===== src/rtl/seq_addsub_pkg.sv =====
// Shared types and constants for the sliced sequential adder/subtractor.
package seq_addsub_pkg;

    typedef enum logic [1:0] {
        IDLE = 2'd0,
        BUSY = 2'd1,
        DONE = 2'd2
    } state_t;

    // Bit positions inside the 4-bit flags vector {N, Z, C, V}.
    localparam int FLAG_N = 3;
    localparam int FLAG_Z = 2;
    localparam int FLAG_C = 1;
    localparam int FLAG_V = 0;

endpackage


===== src/rtl/seq_addsub_if.sv =====
// Request/response bus of seq_addsub: one operand request channel, one result channel.
interface seq_addsub_if #(
    parameter int WIDTH = 8
);
    // Both channels use valid/ready: a beat transfers on the rising edge where valid and
    // ready are both high; once raised, valid and its payload stay put until that edge.
    logic             in_valid;
    logic             in_ready;
    logic [WIDTH-1:0] a;
    logic [WIDTH-1:0] b;
    logic             sub;
    logic             cin;
    logic             out_valid;
    logic             out_ready;
    logic [WIDTH-1:0] result;
    logic [3:0]       flags;

    modport master (
        output in_valid, a, b, sub, cin, out_ready,
        input  in_ready, out_valid, result, flags
    );

    modport slave (
        input  in_valid, a, b, sub, cin, out_ready,
        output in_ready, out_valid, result, flags
    );

endinterface


===== src/rtl/seq_addsub_slice.sv =====
// Combinational SLICE-bit adder; also reports the carry into its MSB for overflow detection.
module addsub_slice #(
    parameter int SLICE = 4
) (
    input  logic [SLICE-1:0] x_i,
    input  logic [SLICE-1:0] y_i,
    input  logic             ci_i,
    output logic [SLICE-1:0] s_o,
    output logic             co_o,
    output logic             cm_o
);

    logic [SLICE:0] sum;

    assign sum  = {1'b0, x_i} + {1'b0, y_i} + (SLICE+1)'(ci_i);
    assign s_o  = sum[SLICE-1:0];
    assign co_o = sum[SLICE];
    // The MSB sum bit is x^y^cin, so the incoming carry falls out by XOR-ing the operands back off.
    assign cm_o = x_i[SLICE-1] ^ y_i[SLICE-1] ^ sum[SLICE-1];

endmodule


===== src/rtl/seq_addsub.sv =====
// Sequential WIDTH-bit add/subtract that processes SLICE bits per clock through one shared slice adder.
module seq_addsub
    import seq_addsub_pkg::*;
#(
    parameter int WIDTH = 8,
    parameter int SLICE = 4
) (
    input  logic         clk,
    input  logic         rst,
    seq_addsub_if.slave  bus,
    output state_t       state_o
);

    localparam int NSLICE = (SLICE > 0) ? WIDTH / SLICE : 1;
    localparam int IDX_W  = (NSLICE > 1) ? $clog2(NSLICE) : 1;
    localparam logic [IDX_W-1:0] LAST_IDX   = IDX_W'(NSLICE - 1);
    localparam logic [WIDTH-1:0] SLICE_MASK = {WIDTH{1'b1}} >> (WIDTH - SLICE);

    if (SLICE == 0 || (WIDTH % ((SLICE == 0) ? 1 : SLICE)) != 0) begin : g_bad_cfg
        $error("seq_addsub: WIDTH must be a non-zero multiple of SLICE");
    end

    state_t           state_q, state_d;
    logic [IDX_W-1:0] k_q, k_d;
    logic             carry_q, carry_d;
    logic [WIDTH-1:0] a_q, a_d;
    logic [WIDTH-1:0] b_q, b_d;
    logic [WIDTH-1:0] res_q, res_d;
    logic [3:0]       flags_q, flags_d;

    logic [31:0]      base;
    logic [WIDTH-1:0] a_sh, b_sh, res_new;
    logic [SLICE-1:0] x, y, s;
    logic             co, cm;

    // b_q already holds the effective operand (~B for subtract), so the datapath is add-only.
    assign base    = 32'(k_q) * 32'(SLICE);
    assign a_sh    = a_q >> base;
    assign b_sh    = b_q >> base;
    assign x       = a_sh[SLICE-1:0];
    assign y       = b_sh[SLICE-1:0];
    assign res_new = (res_q & ~(SLICE_MASK << base)) | (WIDTH'(s) << base);

    addsub_slice #(.SLICE(SLICE)) u_slice (
        .x_i  (x),
        .y_i  (y),
        .ci_i (carry_q),
        .s_o  (s),
        .co_o (co),
        .cm_o (cm)
    );

    always_comb begin
        state_d = state_q;
        k_d     = k_q;
        carry_d = carry_q;
        a_d     = a_q;
        b_d     = b_q;
        res_d   = res_q;
        flags_d = flags_q;
        unique case (state_q)
            IDLE: begin
                if (bus.in_valid) begin
                    a_d     = bus.a;
                    b_d     = bus.sub ? ~bus.b : bus.b;
                    carry_d = bus.sub ? 1'b1 : bus.cin;
                    k_d     = '0;
                    state_d = BUSY;
                end
            end
            BUSY: begin
                res_d   = res_new;
                carry_d = co;
                k_d     = k_q + IDX_W'(1);
                if (k_q == LAST_IDX) begin
                    k_d             = '0;
                    flags_d[FLAG_N] = res_new[WIDTH-1];
                    flags_d[FLAG_Z] = (res_new == '0);
                    flags_d[FLAG_C] = co;
                    flags_d[FLAG_V] = cm ^ co;
                    state_d         = DONE;
                end
            end
            DONE: begin
                if (bus.out_ready) begin
                    state_d = IDLE;
                end
            end
            default: state_d = IDLE;
        endcase
    end

    always_ff @(posedge clk) begin
        if (rst) begin
            state_q <= IDLE;
            k_q     <= '0;
            carry_q <= 1'b0;
            a_q     <= '0;
            b_q     <= '0;
            res_q   <= '0;
            flags_q <= '0;
        end else begin
            state_q <= state_d;
            k_q     <= k_d;
            carry_q <= carry_d;
            a_q     <= a_d;
            b_q     <= b_d;
            res_q   <= res_d;
            flags_q <= flags_d;
        end
    end

    assign bus.in_ready  = (state_q == IDLE);
    assign bus.out_valid = (state_q == DONE);
    assign bus.result    = res_q;
    assign bus.flags     = flags_q;
    assign state_o       = state_q;

endmodule


===== src/flat_wrapper.sv =====
// flat-port wrapper written by rule: the top's interface ports become plain ports
module seq_addsub_flat import seq_addsub_pkg::*;
#(
    parameter int WIDTH = 8,
    parameter int SLICE = 4
)
  (clk, rst, state_o, bus_in_valid, bus_a, bus_b, bus_sub, bus_cin, bus_out_ready, bus_in_ready, bus_out_valid, bus_result, bus_flags);
  seq_addsub_if #(.WIDTH(WIDTH)) bus_i ();
  input  logic clk;
  input  logic rst;
  output state_t state_o;
  input wire logic [$bits(bus_i.in_valid)-1:0] bus_in_valid;
  input wire logic [$bits(bus_i.a)-1:0] bus_a;
  input wire logic [$bits(bus_i.b)-1:0] bus_b;
  input wire logic [$bits(bus_i.sub)-1:0] bus_sub;
  input wire logic [$bits(bus_i.cin)-1:0] bus_cin;
  input wire logic [$bits(bus_i.out_ready)-1:0] bus_out_ready;
  output wire logic [$bits(bus_i.in_ready)-1:0] bus_in_ready;
  output wire logic [$bits(bus_i.out_valid)-1:0] bus_out_valid;
  output wire logic [$bits(bus_i.result)-1:0] bus_result;
  output wire logic [$bits(bus_i.flags)-1:0] bus_flags;
  assign bus_i.in_valid = bus_in_valid;
  assign bus_i.a = bus_a;
  assign bus_i.b = bus_b;
  assign bus_i.sub = bus_sub;
  assign bus_i.cin = bus_cin;
  assign bus_i.out_ready = bus_out_ready;
  assign bus_in_ready = bus_i.in_ready;
  assign bus_out_valid = bus_i.out_valid;
  assign bus_result = bus_i.result;
  assign bus_flags = bus_i.flags;
  seq_addsub #(.WIDTH(WIDTH), .SLICE(SLICE)) u_core (.clk(clk), .rst(rst), .bus(bus_i), .state_o(state_o));
endmodule

===== config.mk =====
export PLATFORM = sky130hd
export DESIGN_NAME = seq_addsub_flat
export DESIGN_NICKNAME = d
export VERILOG_FILES = /design/src/rtl/seq_addsub_pkg.sv /design/src/rtl/seq_addsub_if.sv /design/src/rtl/seq_addsub_slice.sv /design/src/rtl/seq_addsub.sv /design/src/flat_wrapper.sv
export SDC_FILE = /design/constraint.sdc
export NUM_CORES = 1
export LEC_CHECK = 0
export ABC_AREA = 1
export CORE_UTILIZATION = 35
export CTS_CLUSTER_SIZE = 30
export DETAILED_ROUTE_END_ITERATION = 16
export PLACE_DENSITY_LB_ADDON = 0.25
export REMOVE_ABC_BUFFERS = 1
export SYNTH_ARGS = -nofsm -noshare
export SYNTH_HDL_FRONTEND = slang
export SYNTH_SLANG_ARGS = --single-unit

===== constraint.sdc =====
create_clock -name clk -period 2.7 [get_ports clk]
set_clock_uncertainty 0.15 [all_clocks]
set_input_delay 0.54 -clock clk [delete_from_list [all_inputs] [get_ports clk]]
set_output_delay 0.54 -clock clk [all_outputs]
set_load 0.1 [all_outputs]

==> run metrics, run 1 <==
filler instances 446; Die Width 69.2 microns; required time of the critical path ~2700 ps; drt first-iter violations 64; slowest stage delay, CP ~470 ps; core area 4350 sq um; critical path type flip-flop to flip-flop; global-route wire length before repair between 5000 and 6000 microns; most frequent cells in the layout nand2_1, nor2_1, dfxtp_1; Fin. Hold Viols 0; post-layout min period roughly 2400 ps; Min-Delay Path Class flip-flop to flip-flop; Crit Path Max Fanout 7; port bufs 37; Final Util approximately 46%; Worst R2R Path Depth 10; Total GRT Usage between 15 and 20%; CP startpoint kind flip-flop; hold_buf cts 0; cell family with most CP delay adder cells; Arr. time, crit path roughly 2400 ps; First-pass DRT Iterations 4; clock input transition at the sequential cells of the worst setup and hold paths 60 ps; Initial Util a little over a third; r2r setup slk between 300 and 400 ps; Final Setup Violations 0; count of different cell masters after synthesis 32; Area growth syn-to-layout 28.2%; Slew Limit Headroom 67.3%; hold_sp u_core.b_q[3]; power density over the cells between 600 and 700 nW/um^2; Vias/cell between 4 and 5; grt ovf 0; vias in the first global route 1,294; Die Area 4780 sq um; post_cts resized 0; Final ANT Viol Nets 0; final slew viol count 0; Max Root-Sink Buffers 2; YS warnings 0; Avg Synthesized Cell Area 7.67 sq um; detailed-route DRC error count 0; clock latency on the worst-skew pair 290 ps; CTS Buf Count 5; Post CTS Setup Buffer Count 0; Final nets 271; DPL Wire Length 2410 microns; post-DR wirelength/cell 10.8 microns; Boundary Pins 38; WHS Path Cells 2; reg2reg end u_core.bus.flags[0]; routed wire length approximately 3200 microns; Setup TNS 0 ps; Worst-Margin Slew ~500 ps; H-tree levels 2; f_max around 430 MHz; initial antenna violation count 0; period utilization 87.1%; CTS tree built; vias 1,365; worst reg2reg startpoint u_core.k_q; largest net degree at the start of global routing 22; sequential share of the synthesized area 40.6%; flop and latch count out of synthesis 32; Clock Tree Root clkbuf_8; Hold Path End u_core.b_q[3]; CTS sink count 32; diodes inserted 0; die extent in y 69.2 microns; outcome complete, no violations; most common cell after layout, fill and taps aside nand2_1; Max VDD drop roughly 260 uV; cells along the critical path mux2i_1, fa_1, inv_1, fa_1, nand2_1, nand2_1, a21oi_1, nor2_1, o21bai_1, inv_1; Critical path buffers and inverters 2; max-cap violation count 0; Placer Congestion slightly below 0.8; Critical-path top delay cell dfxtp_1; unrepaired setup endpoints after global routing no; Syn Std Cell Area between 1500 and 2000 sq um; footprint of the multi-input gates 791 sq um; std cell rows 24; Sequential Area around 640 sq um; Crit. End Element flip-flop; static leakage power 0.905 nW; Cells after Synth 206; share of cells above drive strength 1 approximately 15%
[power breakdown]
group          switching, W  internal [W]
logic              0.000249      0.000123
registers         0.0000252      0.000511
clock network      0.000171      0.000208
total              0.000445      0.000842
[area by class of cell]
class	count	area share [%]
inverters	24	4.57
repair buffers	39	17.1
clock buffers	8	4.45
well taps	52	3.21
flip-flops and latches	32	31.6
multi-input cells	142	39.1
[Yosys cell counts, drive strengths merged]
cell type  number  area [sq um]
xor2            4          35.0
mux2i           2          20.0
nand2          36           145
a211oi          5          52.6
nand3b          1          7.51
nor2           35           144
clkbuf          2          7.51
o21bai          1          7.51
o21ai          22           110
dfxtp          32           641
xnor2           4          35.0
inv            24          92.6
buf             6          47.5
nand3           5          37.5
fa              2          40.0
a21oi          17          85.1
or2             3          18.8
o21a            1          7.51
ha              3          37.5
a21o            1          7.51
[worst max path at each step]
stage / cells past startpoint / end / startpoint
3_5_place_dp: 10 / u_core.bus.flags[0] / u_core.k_q
3_3_place_gp: 11 / u_core.bus.flags[2] / u_core.k_q
2_1_floorplan: 2 / bus_out_valid / u_core.state_o[1]
5_1_grt: 11 / u_core.bus.flags[2] / u_core.k_q
6_report: 10 / u_core.bus.flags[0] / u_core.k_q
4_1_cts: 10 / u_core.bus.flags[0] / u_core.k_q
[cells by family (layout without fill, tap and decap cells)]
group                    count (synthesis)  count (layout)  synth area share (%)
multiplexers                             2               2                  1.27
AO/OA/AOI/OAI                           47              47                  17.1
XOR/XNOR                                 8               8                  4.44
flip-flops                              32              32                  40.6
buffers and inverters                   32              71                  9.35
adder cells (fa/ha/maj)                  5               5                  4.91
AND/OR/NAND/NOR                         80              80                  22.3
[routing by layer]
layer / vias up / share of wire (%) / track usage (%)
li1: 730 / - / -
met1: 596 / 46 / 18.3
met2: 30 / 45 / 23.7
met3: 9 / 5.6 / 5.85
met4: 0 / 3.1 / 9.52
met5: - / 0 / 0
[worst min-delay path, stage by stage (launching register included)]
cell and delay (ps):
dfxtp_1 290, inv_1 60, a21oi_1 50
[through the flow]
step / cell area, sq um / power (W) / worst slack (ps) / std cells / hold WS [ps]
global placement: 1930 / 0.000918 / 466 / 289 / 288
global route: 2020 / 0.00137 / 150 / 297 / 332
detailed placement: 1930 / 0.000921 / 330 / 289 / 296
floorplan: 1520 / 0.000814 / -461 / 198 / 275
finish: 2020 / 0.00129 / 349 / 297 / 301
CTS: 2020 / 0.00130 / 338 / 297 / 305
[state kept, by name, indices dropped and copies added, names as in the netlist]
| name | count |
|---|---|
| u_core.a_q | 8 |
| u_core.b_q | 8 |
| u_core.bus.result | 8 |
| u_core.bus.flags | 4 |
| u_core.state_o | 2 |
| u_core.carry_q | 1 |
| u_core.k_q | 1 |
No activity file was read; power rests on OpenSTA's default activity.
==> run 2: changes to the inputs <==
--- a/config.mk
+++ b/config.mk
@@ -6,7 +6,7 @@
 export NUM_CORES = 1
 export LEC_CHECK = 0
 export ABC_AREA = 1
-export CORE_UTILIZATION = 35
+export CORE_UTILIZATION = 49
 export CTS_CLUSTER_SIZE = 30
 export DETAILED_ROUTE_END_ITERATION = 16
 export PLACE_DENSITY_LB_ADDON = 0.25
==> run 2 against run 1 <==
  * Sequential share of layout area grew 0.54 points
  * Sequential power is essentially flat
  * First-iteration DRC count fell by 1.6%
  * Sequential cell count unchanged
  * Largest cell class unchanged
==> run metrics, run 2 (synthesis results as in run 1) <==
Total GRT Usage 20.5%; Final ANT Viol Nets 0; DPL Wire Length 2290 microns; cells along the critical path mux2i_1, fa_1, inv_1, fa_1, nand2_1, nand2_1, a21oi_1, nor2_1, o21bai_1, inv_1; Boundary Pins 38; f_max 452 MHz; cell family with most CP delay adder cells; internal power between 0.0007 and 0.0008 W; post_cts resized 0; power density over the cells 597 nW/um^2; std cell rows 20; unrepaired setup endpoints after global routing no; Setup TNS 0 ps; static leakage power 0.898 nW; First-pass DRT Iterations 4; CTS sink count 32; port bufs 37; Area growth syn-to-layout 26.1%; die extent in y 58.8 microns; core area 3050 sq um; global-route wire length before repair around 5300 microns; clock latency on the worst-skew pair roughly 330 ps; Placer Congestion 0.825; Die Width 58.8 microns; final slew viol count 0; Vias/cell 4.73; initial antenna violation count 0; Clock Tree Root clkbuf_4; clock input transition at the sequential cells of the worst setup and hold paths 90 ps; slowest stage delay, CP 400 ps; vias in the first global route ~1,200; max-cap violation count 0; Arr. time, crit path 2290 ps; diodes inserted 0; Max Root-Sink Buffers 2; most common cell after layout, fill and taps aside nand2_1; detailed-route DRC error count 0; WHS 306 ps; routed wire length 3040 microns; required time of the critical path 2780 ps; Final nets approximately 270; Die Area about 3500 sq um; period utilization 81.9%; Post CTS Setup Buffer Count 0; drt first-iter violations 63; critical path type flip-flop to flip-flop; Final Setup Violations 0; CP startpoint kind flip-flop; Crit Path Max Fanout 5; CTS Buf Count 5; Fin. Hold Viols 0; footprint of the multi-input gates 791 sq um; largest net degree at the start of global routing 22; hold_buf cts 0; Sequential Area 641 sq um; post-layout min period 2210 ps; Reg power frac 45.0%; filler instances 286; Comb power frac 31.4%; grt ovf 0; CTS tree built; switching portion of total power ~36%; Crit. End Element flip-flop; Max VDD drop 294 uV; share of cells above drive strength 1 15.4%; most frequent cells in the layout nand2_1, nor2_1, dfxtp_1; Slew Limit Headroom 65.8%; Critical path buffers and inverters 2; Worst-Margin Slew 513 ps; Clock power frac 23.6%; post-DR wirelength/cell 10.5 microns; outcome complete, no violations; Initial Util roughly half; Critical-path top delay cell dfxtp_1; vias 1,373; switching power 0.000425 W; H-tree levels 2; Min-Delay Path Class flip-flop to flip-flop
==> run 2: cell types whose count changed in the layout (fill, tap and decap cells not counted) <==
| cell | before | now |
|---|---|---|
| clkbuf_8 | 6 | 1 |
| clkbuf_4 | 0 | 5 |
| buf_4 | 18 | 19 |
==> run 2: worst register-to-register path: stages (launching register included) <==
cell,delay (ps)
dfxtp_1,400
mux2i_1,260
fa_1,200
inv_1,60
fa_1,400
nand2_1,80
nand2_1,40
a21oi_1,250
nor2_1,80
o21bai_1,140
inv_1,40
==> run 2: final cells by class <==
cell class | count | share of cell area (%)
Tap cell | 44 | 2.77
Inverter | 24 | 4.65
Clock buffer | 8 | 2.95
Multi-Input combinational cell | 142 | 39.7
Timing Repair Buffer | 40 | 17.7
Sequential cell | 32 | 32.2
==> run 2: per-stage QoR <==
step	area [sq um]	utilization, %	setup slack [ps]	std cells	total power [W]
6_report	1990	65.2	489	290	0.00119
5_1_grt	1990	65.2	315	290	0.00126
4_1_cts	1990	65.2	483	290	0.00120
3_5_place_dp	1930	63.3	502	282	0.000921
3_3_place_gp	1930	63.3	568	282	0.000916
2_1_floorplan	1520	-	-461	198	0.000814
==> run 2: worst paths after layout <==
| path | start | to | slack [ps] | cells after the start |
|---|---|---|---|---|
| hold / removal | u_core.b_q[1] | u_core.b_q[1] | 310 | 2 |
| setup reg to reg | u_core.k_q | u_core.bus.flags[0] | 490 | 10 |
| hold reg to reg | u_core.b_q[1] | u_core.b_q[1] | 310 | 2 |
| setup / recovery | u_core.k_q | u_core.bus.flags[0] | 490 | 10 |
==> run 2: layer usage <==
metal  global-route usage, %  wire length [microns]  vias to the layer above
li1                        -                      -                      739
met4                    9.18                     27                        0
met5                       0                      0                        -
met1                    23.2                   1420                      601
met3                    5.27                    112                        4
met2                    35.9                   1480                       29
==> run 2: power groups by stage <==
| stage | Clock [W] | Combinational, W | Sequential [W] |
|---|---|---|---|
| after floorplan | 0 | 0.000177 | 0.000637 |
| after global placement | 0 | 0.000371 | 0.000545 |
| after detailed placement | 0 | 0.000375 | 0.000546 |
| after CTS | 0.000287 | 0.000377 | 0.000535 |
| after global routing | 0.000311 | 0.000410 | 0.000540 |
| final | 0.000281 | 0.000374 | 0.000535 |
